[src/rtl/mock_uart_pkg.sv]
// rtl/mock_uart_pkg.sv - shared FSM state type and parity-mode constants for the mock UART transmitter.
package mock_uart_pkg;

  typedef enum logic [2:0] {
    IDLE,
    START,
    DATA,
    PARITY,
    STOP
  } tx_state_e;

  localparam int PARITY_NONE = 0;
  localparam int PARITY_ODD  = 1;
  localparam int PARITY_EVEN = 2;

  function automatic int clks_per_bit(input int clk_hz, input int baud);
    return clk_hz / baud;
  endfunction

endpackage

[src/rtl/sync_fifo.sv]
// rtl/sync_fifo.sv - single-clock FIFO; the head entry is readable combinationally while not empty.
module sync_fifo #(
  parameter int  Width  = 8,
  parameter int  Depth  = 128,
  localparam int LevelW = $clog2(Depth + 1)
) (
  input  logic              clk,
  input  logic              rst,
  input  logic              push,
  input  logic [Width-1:0]  push_data,
  input  logic              pop,
  output logic [Width-1:0]  pop_data,
  output logic              full,
  output logic              empty,
  output logic [LevelW-1:0] level
);

  localparam int AddrW = $clog2(Depth);

  logic [Width-1:0]  mem_q [Depth];
  logic [AddrW-1:0]  wr_ptr_q, wr_ptr_d;
  logic [AddrW-1:0]  rd_ptr_q, rd_ptr_d;
  logic [LevelW-1:0] count_q, count_d;
  logic              push_ok, pop_ok;

  assign full     = (count_q == LevelW'(Depth));
  assign empty    = (count_q == '0);
  assign level    = count_q;
  assign pop_data = mem_q[rd_ptr_q];

  // A full FIFO refuses the push even when the same cycle pops.
  assign push_ok = push && !full;
  assign pop_ok  = pop && !empty;

  always_comb begin
    wr_ptr_d = wr_ptr_q;
    rd_ptr_d = rd_ptr_q;
    count_d  = count_q;
    if (push_ok) wr_ptr_d = wr_ptr_q + 1'b1;
    if (pop_ok) rd_ptr_d = rd_ptr_q + 1'b1;
    if (push_ok && !pop_ok) count_d = count_q + 1'b1;
    else if (pop_ok && !push_ok) count_d = count_q - 1'b1;
  end

  always_ff @(posedge clk or posedge rst) begin
    if (rst) begin
      wr_ptr_q <= '0;
      rd_ptr_q <= '0;
      count_q  <= '0;
    end else begin
      wr_ptr_q <= wr_ptr_d;
      rd_ptr_q <= rd_ptr_d;
      count_q  <= count_d;
    end
  end

  always_ff @(posedge clk) begin
    if (push_ok) mem_q[wr_ptr_q] <= push_data;
  end

endmodule

[src/rtl/mock_uart_tx.sv]
// rtl/mock_uart_tx.sv - simulation-grade UART transmitter: FIFO-buffered bytes sent as start/data/parity/stop frames.
// Define MOCK_UART_TX_TRACE_EN for a log line per sent byte and an error on push attempts while full.
`ifndef CLK_FREQ
`define CLK_FREQ 50_000_000
`endif

module mock_uart_tx #(
  parameter int  BaudRate     = 9600,
  parameter int  ParityBit    = 0,
  parameter int  DataBitsSize = 8,
  parameter int  StopBitsSize = 1,
  parameter int  BufferSize   = 128,
  parameter int  ClockFreqHz  = `CLK_FREQ,
  localparam int LevelW       = $clog2(BufferSize + 1)
) (
  input  logic                    clk,
  input  logic                    rst,
  input  logic                    wr_valid,
  input  logic [DataBitsSize-1:0] wr_data,
  output logic                    wr_ready,
  output logic                    tx_sig,
  output logic                    busy,
  output logic [LevelW-1:0]       level,
  output logic                    tx_done
);

  import mock_uart_pkg::*;

  localparam int ClksPerBit = clks_per_bit(ClockFreqHz, BaudRate);
  localparam int BaudW      = $clog2((ClksPerBit < 2) ? 2 : ClksPerBit);
  localparam int BitW       = $clog2(DataBitsSize + 1);

  localparam logic [BaudW-1:0] BaudLast = BaudW'(ClksPerBit - 1);
  localparam logic [BitW-1:0]  BitLast  = BitW'(DataBitsSize - 1);
  localparam logic             StopLast = (StopBitsSize == 2);

  if (ClksPerBit < 2) begin : g_rate_check
    $error("mock_uart_tx: ClockFreqHz/BaudRate must give at least 2 clocks per bit");
  end

  if (DataBitsSize < 5 || DataBitsSize > 9 || StopBitsSize < 1 || StopBitsSize > 2) begin : g_format_check
    $error("mock_uart_tx: unsupported frame format");
  end

  tx_state_e               state_q, state_d;
  logic [BaudW-1:0]        baud_q, baud_d;
  logic [BitW-1:0]         bit_q, bit_d;
  logic                    stop_q, stop_d;
  logic [DataBitsSize-1:0] shift_q, shift_d;
  logic [DataBitsSize-1:0] data_q, data_d;
  logic                    tx_sig_q, tx_sig_d;
  logic                    tx_done_q, tx_done_d;
  logic                    busy_q, busy_d;

  logic                    fifo_pop, fifo_full, fifo_empty;
  logic [DataBitsSize-1:0] fifo_data;
  logic                    baud_last, parity_bit;

  sync_fifo #(
    .Width(DataBitsSize),
    .Depth(BufferSize)
  ) u_fifo (
    .clk      (clk),
    .rst      (rst),
    .push     (wr_valid),
    .push_data(wr_data),
    .pop      (fifo_pop),
    .pop_data (fifo_data),
    .full     (fifo_full),
    .empty    (fifo_empty),
    .level    (level)
  );

  assign wr_ready   = !fifo_full;
  assign tx_sig     = tx_sig_q;
  assign tx_done    = tx_done_q;
  assign busy       = busy_q;
  assign baud_last  = (baud_q == BaudLast);
  assign parity_bit = (ParityBit == PARITY_ODD) ? ~^data_q : ^data_q;

  always_comb begin
    state_d   = state_q;
    baud_d    = baud_q;
    bit_d     = bit_q;
    stop_d    = stop_q;
    shift_d   = shift_q;
    data_d    = data_q;
    fifo_pop  = 1'b0;
    tx_sig_d  = 1'b1;
    tx_done_d = 1'b0;
    busy_d    = (state_q != IDLE) || !fifo_empty;

    if (state_q != IDLE) baud_d = baud_last ? '0 : baud_q + 1'b1;

    case (state_q)
      IDLE: begin
        if (!fifo_empty) begin
          fifo_pop = 1'b1;
          data_d   = fifo_data;
          shift_d  = fifo_data;
          baud_d   = '0;
          state_d  = START;
        end
      end
      START: begin
        tx_sig_d = 1'b0;
        if (baud_last) begin
          bit_d   = '0;
          state_d = DATA;
        end
      end
      DATA: begin
        tx_sig_d = shift_q[0];
        if (baud_last) begin
          shift_d = shift_q >> 1;
          bit_d   = bit_q + 1'b1;
          if (bit_q == BitLast) begin
            stop_d  = 1'b0;
            state_d = (ParityBit != PARITY_NONE) ? PARITY : STOP;
          end
        end
      end
      PARITY: begin
        tx_sig_d = parity_bit;
        if (baud_last) begin
          stop_d  = 1'b0;
          state_d = STOP;
        end
      end
      STOP: begin
        tx_sig_d = 1'b1;
        if (baud_last) begin
          if (stop_q == StopLast) begin
            tx_done_d = 1'b1;
            // Chain straight into the next frame so queued bytes leave no idle gap.
            if (!fifo_empty) begin
              fifo_pop = 1'b1;
              data_d   = fifo_data;
              shift_d  = fifo_data;
              state_d  = START;
            end else begin
              state_d = IDLE;
            end
          end else begin
            stop_d = stop_q + 1'b1;
          end
        end
      end
      default: state_d = IDLE;
    endcase
  end

  // Line, done and busy are registered, so the wire trails the FSM by one cycle.
  always_ff @(posedge clk or posedge rst) begin
    if (rst) begin
      state_q   <= IDLE;
      baud_q    <= '0;
      bit_q     <= '0;
      stop_q    <= 1'b0;
      shift_q   <= '0;
      data_q    <= '0;
      tx_sig_q  <= 1'b1;
      tx_done_q <= 1'b0;
      busy_q    <= 1'b0;
    end else begin
      state_q   <= state_d;
      baud_q    <= baud_d;
      bit_q     <= bit_d;
      stop_q    <= stop_d;
      shift_q   <= shift_d;
      data_q    <= data_d;
      tx_sig_q  <= tx_sig_d;
      tx_done_q <= tx_done_d;
      busy_q    <= busy_d;
    end
  end

`ifdef MOCK_UART_TX_TRACE_EN
  always_ff @(posedge clk) begin
    if (!rst && tx_done_d) $display("mock_uart_tx: sent 0x%02h", data_q);
    if (!rst && wr_valid && !wr_ready) $error("mock_uart_tx: push attempted while FIFO full");
  end
`else
  // Untraced build: no logging and no runtime checks.
`endif

endmodule
[config.mk]
export PLATFORM = sky130hd
export DESIGN_NAME = mock_uart_tx
export DESIGN_NICKNAME = d
export VERILOG_FILES = /design/src/rtl/mock_uart_pkg.sv /design/src/rtl/sync_fifo.sv /design/src/rtl/mock_uart_tx.sv
export SDC_FILE = /design/constraint.sdc
export NUM_CORES = 1
export LEC_CHECK = 0
export CORE_MARGIN = 5
export CORE_UTILIZATION = 55
export DETAILED_ROUTE_END_ITERATION = 8
export DONT_BUFFER_PORTS = 1
export GPL_TIMING_DRIVEN = 0
export PLACE_DENSITY = 0.84
export REMOVE_ABC_BUFFERS = 1
export SYNTH_ARGS = -nofsm -noshare
export SYNTH_HDL_FRONTEND = slang
export SYNTH_SLANG_ARGS = --single-unit
[constraint.sdc]
create_clock -name clk -period 3.7 [get_ports clk]
set_input_delay 0.74 -clock clk [delete_from_list [all_inputs] [get_ports clk]]
set_output_delay 0.74 -clock clk [all_outputs]
set_load 0.01 [all_outputs]
# ---- Yosys cells after proc, flatten, opt, wreduce, memory -nomap -nowiden
# Memories as Yosys holds them, arrays and structs flattened.
# Index checks and enable logic that the tools add are counted.
dict set report totals {
  mem_count 1
  mem_bits_rw 1024
  word_cells 100
  output_inout_bits 12
  reg_bits 62
}
# memory depth word_bits read_ports rd_ports_with_merged_regs wr line_no
set mem_list {}
lappend mem_list {u_fifo.mem_q 128 8 1 0 1 sync_fifo.sv:20} ;# logic [Width-1:0] mem_q [Depth];
dict set report classes {
  eq_ne 14
  n_addsub 7
  n_mux 43
  n_reduce_logical 23
}
# op n
set op_table {}
lappend op_table {{two-way mux 8 bit} 9}
lappend op_table {{two-way mux 13 bit} 4}
lappend op_table {{one-hot mux 8 bit (3 select lines)} 1}
lappend op_table {{two-way mux 3 bit} 7}
lappend op_table {{one-hot mux 8 bit (2 select lines)} 1}
lappend op_table {{one-hot mux 3 bit (5 select lines)} 1}
lappend op_table {{adder 7 x 1 -> 7 bit (second input constant)} 2}
lappend op_table {{two-way mux 1 bit} 14}
lappend op_table {{inequality test 2 bit (second input constant)} 7}
lappend op_table {{adder 13 x 1 -> 13 bit (second input constant)} 1}
lappend op_table {{== test 13 bit (second input constant)} 1}
lappend op_table {{nonzero test 3 bit} 3}
lappend op_table {{adder 8 x 1 -> 8 bit (second input constant)} 1}
lappend op_table {{== test 8 bit (second input constant)} 1}
lappend op_table {{zero test 8 bit} 1}
lappend op_table {{two-way mux 4 bit} 2}
lappend op_table {{one-hot mux 4 bit (2 select lines)} 1}
lappend op_table {{parity 8 bit} 1}
lappend op_table {{subtractor 8 x 1 -> 8 bit (second input constant)} 1}
lappend op_table {{AND reduction 7 bit} 1}
lappend op_table {{== test 3 x 2 -> 1 bit (second input constant)} 2}
lappend op_table {{one-hot mux 1 bit (3 select lines)} 2}
lappend op_table {{AND reduction 3 bit} 2}
lappend op_table {{nonzero test 2 bit} 3}
lappend op_table {{other kinds (12)} 18}

# ---- Logic depth before layout (Yosys ltp)
dict set report depth {
  ltp_word 9
  mapped_depth 18
}

# ---- Hierarchy
# Synthesis repeated with hierarchy kept, for this count alone.
dict set report unflattened {
  hier_cells 2249
  hier_area_um2 43120.1
}
# module area_per_inst_um2 cells_each instances
set modules_own_cells {}
lappend modules_own_cells {sync_fifo 41093.2 2042 1}
lappend modules_own_cells {mock_uart_tx 2026.9 207 1}

# ---- Worst setup path before layout
# No wires, ideal clock.
dict set report synth_timing {
  kind {register to register}
  startpoint {register u_fifo.count_q[3] (netlist: u_fifo.level[3])}
  endpoint {register u_fifo.count_q[7] (netlist: u_fifo.level[7])}
  arrival_ns 3.447
  setup_ns 0.080
  required_ns 3.620
  path_buffers 2
  path_stages_with_launch 18
  period_less_slack_ns 3.527
  setup_slack_ns 0.173
  cell_sequence {dfrtp_1 or4_1 nor3_2 nand2_1 and3b_1 buf_2 inv_1 buf_2 ha_1 inv_1 ha_1 a21oi_1 a21boi_0 o21ai_0 a21oi_1 xnor2_1 nor2_1 xnor2_1}
}
dict set report synth_between {
  elab_chain_len 9
}
# element line_no
set synth_lines {}
lappend synth_lines {{start, declared} sync_fifo.sv:23} ;# logic [LevelW-1:0] count_q, count_d;
lappend synth_lines {{start signal, assigned} sync_fifo.sv:53} ;# count_q <= count_d;
lappend synth_lines {{zero test 8 bit} sync_fifo.sv:27} ;# assign empty = (count_q == '0);
lappend synth_lines {{two-way mux 1 bit} {mock_uart_tx.sv:97, mock_uart_tx.sv:136}}
lappend synth_lines {{two-way mux 1 bit} mock_uart_tx.sv:133} ;# if (stop_q == StopLast) begin
lappend synth_lines {{two-way mux 1 bit} mock_uart_tx.sv:132} ;# if (baud_last) begin
lappend synth_lines {{one-hot mux 1 bit (2 select lines)} mock_uart_tx.sv:95} ;# case (state_q)
lappend synth_lines {{logical AND 1 bit} sync_fifo.sv:33} ;# assign pop_ok = pop && !empty;
lappend synth_lines {{zero test 1 bit} sync_fifo.sv:41} ;# if (push_ok && !pop_ok) count_d = count_q + 1'b1;
lappend synth_lines {{logical AND 1 bit} sync_fifo.sv:41}
lappend synth_lines {{two-way mux 8 bit or nonzero test 2 bit (tied branches)} n/a}
# Parallel ways exist; a longest one is shown, timed or not. The select of a mux whose other input is x is not followed.
# A chain may end at the register's enable or synchronous reset.

# ---- Worst setup path after layout
dict set report layout_timing {
  startpoint {register u_fifo.count_q[4] (netlist: u_fifo.level[4])}
  endpoint {memory u_fifo.mem_q[0][3], enable pin}
}
dict set report layout_between {
  elab_chain_len 5
}
# element line_no
set layout_lines {}
lappend layout_lines {{== test 8 bit} sync_fifo.sv:26} ;# assign full = (count_q == LevelW'(Depth));
lappend layout_lines {{zero test 1 bit} n/a}
lappend layout_lines {{net wr_ready} mock_uart_tx.sv:20} ;# output logic wr_ready,
lappend layout_lines {{logical AND 1 bit} sync_fifo.sv:32} ;# assign push_ok = push && !full;
lappend layout_lines {{two-way mux 1 bit} sync_fifo.sv:58} ;# if (push_ok) mem_q[wr_ptr_q] <= push_data;
lappend layout_lines {{two-way mux 1 bit (implied by the code)} sync_fifo.sv:58}
lappend layout_lines {{end, declared} sync_fifo.sv:20}
# The timed path passes the listed nets, and every way through them passes these cells.

==> results.md <==
* Sequential area share after synthesis at 75.3%
* Final Hold Viols at 0
* Worst Setup Start Kind: flip-flop
* Die Y-Extent at 289 um
* Number of port buffers at 0
* Overflow after GRT at 0
* Critical path capture point type: flip-flop
* Warnings, synthesis at 0
* Peak Freq at 271 MHz
* Core area at 77300 um^2
* Number of global-route vias before repair at 23491
* WL/cell at 31.9 um
* Family with the most delay on the worst path: simple AND/OR/NAND/NOR gates
* Drt first-iter violations at 3636
* P_sw at 5.67 mW
* Critical-path cell list: or4_1, nor3_2, nand2_2, and2_4, nor2b_1, nand2_2, nor2_1
* Internal at 19.9 mW
* Worst path bufs/invs at 0
* Most frequent cells in the layout: 1024 x edfxtp_1, 194 x mux4_2, 133 x mux2i_1
* CTS sink cnt at 1085
* DRC errors left at 0
* Synth unique cells at 61
* FFs w/ async S/R, synth at 5.62%
* RD Place Congestion at 0.863
* Worst Hold Class: in -> reg
* Seq pwr share at 54.8%
* Die W at 289 um
* Starting Density at 55.4%
* Slew HR at 16.8%
* Top cells by area, synth: edfxtp_1 72%, mux4_2 10%, dfrtp_1 3.5%, mux2i_1 3.1%, nor2_1 1.3%
* Clock network power share at 40.5%
* Share of layout cells above drive strength 1 at 18.9%
* Worst-path clk slew at 0.06 ns
* Clock Skews at 0.0346 ns
* Max-slew violation count at 0
* Worst hold path stage count at 0
* FP Rows at 102
* Yosys top cell by area: edfxtp_1
* Most common cell after layout, fill and taps aside: edfxtp_1
* Syn Inst Count at 2219
* Setup CP Type: reg -> reg
* Flop2flop setup slack at 0.007 ns
* Layout area overhead at 10.6%
* Via-per-instance ratio at 6.91
* CTS tree: done
* DP Wirelength at 53500 um
* Critical-path top delay cell: nor2_1
* Drt pass-1 iters at 6
* R2R depth at 7
* DRT antenna net count at 0
* Post-layout min period at 3.69 ns
* Logic gate share of total power at 4.8%
* Routed wire length at 107000 um
* Pwr dens at 539 nW/um^2
* Number of stages on the worst setup path at 7
* Max_cap viols at 0
* Mapped Area at 42800 um^2
* Max VDD drop at 0.401 mV
* Static Leak at 14.7 nW
* CP Max Fanout at 16
* Clk Latency, worst-skew pair at 0.68 ns
* Crit-path max cell delay at 0.96 ns
* EDFF count, synth at 1024
* Global-route wire length before repair at 157000 um
* Htree depth at 3
* Root Buffer: clkbuf_16
* Synth Flop Type: edfxtp_1
* Period utilisation layout at 99.8%
* Post-synth top area share at 71.8%
* Post-route cell area at 47400 um^2
* Die ar. at 83600 um^2
* Fill cell count at 4943
* CP arrival at 3.99 ns
* Status: complete, no violations
* Pin count of the biggest net entering global routing at 129
* TritonCTS buffer count at 101
* Multi-input logic area at 9940 um^2
* Clk buf depth at 3
* Dpl cell area at 43800 um^2
* Final setup vio count at 0
* Most used cell, CP: nand2_2
* Slew @ Worst Pin at 1.24 ns
* Antenna violations before repair at 2
* TNS Setup at 0 ns
* Worst EP required at 4.00 ns
* Post-synthesis average cell area at 19.3 um^2
* FF/Latch Area at 32300 um^2
* Vias at 23172
* Register bit count reported by yosys at 1085
* Fin nets at 2253
* I/O pins at 23
* Sw Share at 22.2%
* Gr usage total at 25.6%
## through the flow
step	hold slack, ns	worst slack [ns]	utilization, %	cells	power (mW)
after global placement	0.466	-11.63	56.1	3134	15.2
after detailed placement	0.489	-0.741	56.6	3149	15.3
final	0.161	0.00650	61.3	3353	25.5
after global routing	0.140	-0.0126	61.3	3352	26.2
after CTS	0.149	-0.127	61.1	3342	25.4
after floorplan	0.443	-6.82	-	2094	14.8
## synth_stat cells (11+ instances only)
library cell and count:
buf_2 30, nor2b_1 14, buf_6 13, dfrtp_1 60, a22oi_1 24, nand2_1 104, ha_1 12, nor2_1 147
nand3_1 15, mux2i_1 133, a21o_1 11, inv_1 11, buf_4 34, o21ai_0 56, a21oi_1 47, a22o_1 18
o221ai_1 52, xnor2_1 20, clkbuf_1 43, edfxtp_1 1024, mux2_2 18, mux4_2 194, a211oi_1 15, a221oi_1 14
## path summary, 6_finish.rpt
kind / startpoint / end
setup / recovery: u_fifo.level[4] / u_fifo.mem_q[0][3]
max in group asynchronous: rst / u_fifo.rd_ptr_q[4]
hold reg to reg: shift_q[7] / shift_q[7]
hold / removal: wr_data[3] / u_fifo.mem_q[84][3]
min in group asynchronous: rst / u_fifo.level[5]
setup reg to reg: u_fifo.level[4] / u_fifo.mem_q[0][3]
## worst register-to-register path, delay by kind of cell (launching register included)
family	cells	cell delay (ns)
and+or+nand+nor	7	2.84
DFF	1	0.46
## routing by layer
| metal | wire (um) | part of all wire (%) | GRT usage (%) |
|---|---|---|---|
| met5 | 113 | 0.11 | 0 |
| met4 | 5750 | 5.4 | 11.7 |
| met3 | 13300 | 12 | 6.85 |
| met2 | 51900 | 49 | 40.8 |
| met1 | 35700 | 33 | 33.5 |
## cell type report
| class | instances | area share [%] |
|---|---|---|
| flip-flops and latches | 1085 | 68.1 |
| well taps | 1040 | 2.75 |
| diodes | 1 | 0.00528 |
| repair inverters | 1 | 0.0158 |
| repair buffers | 29 | 1.18 |
| multi-input cells | 998 | 21.0 |
| inverters | 13 | 0.119 |
| clock inverters | 53 | 1.06 |
| clock buffers | 133 | 5.76 |
## sequential cells by signal, summed over array words and instances (netlist names)
name	cells
u_fifo.level	8
busy	1
tx_sig	1
tx_done	1
u_fifo.wr_ptr_q	7
u_fifo.rd_ptr_q	7
bit_q	4
baud_q	13
u_fifo.mem_q	1024
data_q	8
state_q	3
shift_q	8
## power groups by stage
stage / Combinational [mW] / Clock [mW] / Sequential (mW)
4_1_cts: 1.12 / 10.3 / 14.0
6_report: 1.21 / 10.3 / 14.0
5_1_grt: 1.26 / 10.9 / 14.0
3_3_place_gp: 1.02 / 0 / 14.2
3_5_place_dp: 1.08 / 0 / 14.2
2_1_floorplan: 0.671 / 0 / 14.1
## what timing repair did
action	CTS	global route
pin swaps	1	2
hold buffers	1	0
buffers inserted	2	8
cloned	4	2
hold endpoints to repair	20	0
endpoints found under the setup margin	598	771
gates resized for setup	32	13
## logic make-up after synthesis
kind of cell / after synthesis / synth area share, %
buffers and inverters: 138 / 1.90
multiplexers: 347 / 13.9
AND/OR/NAND/NOR: 326 / 3.31
adder cells (fa/ha/maj): 13 / 0.397
flip-flops: 1085 / 75.3
XOR/XNOR: 29 / 0.593
AO/OA/AOI/OAI: 281 / 4.56
Power figures use the tool's default switching activity.
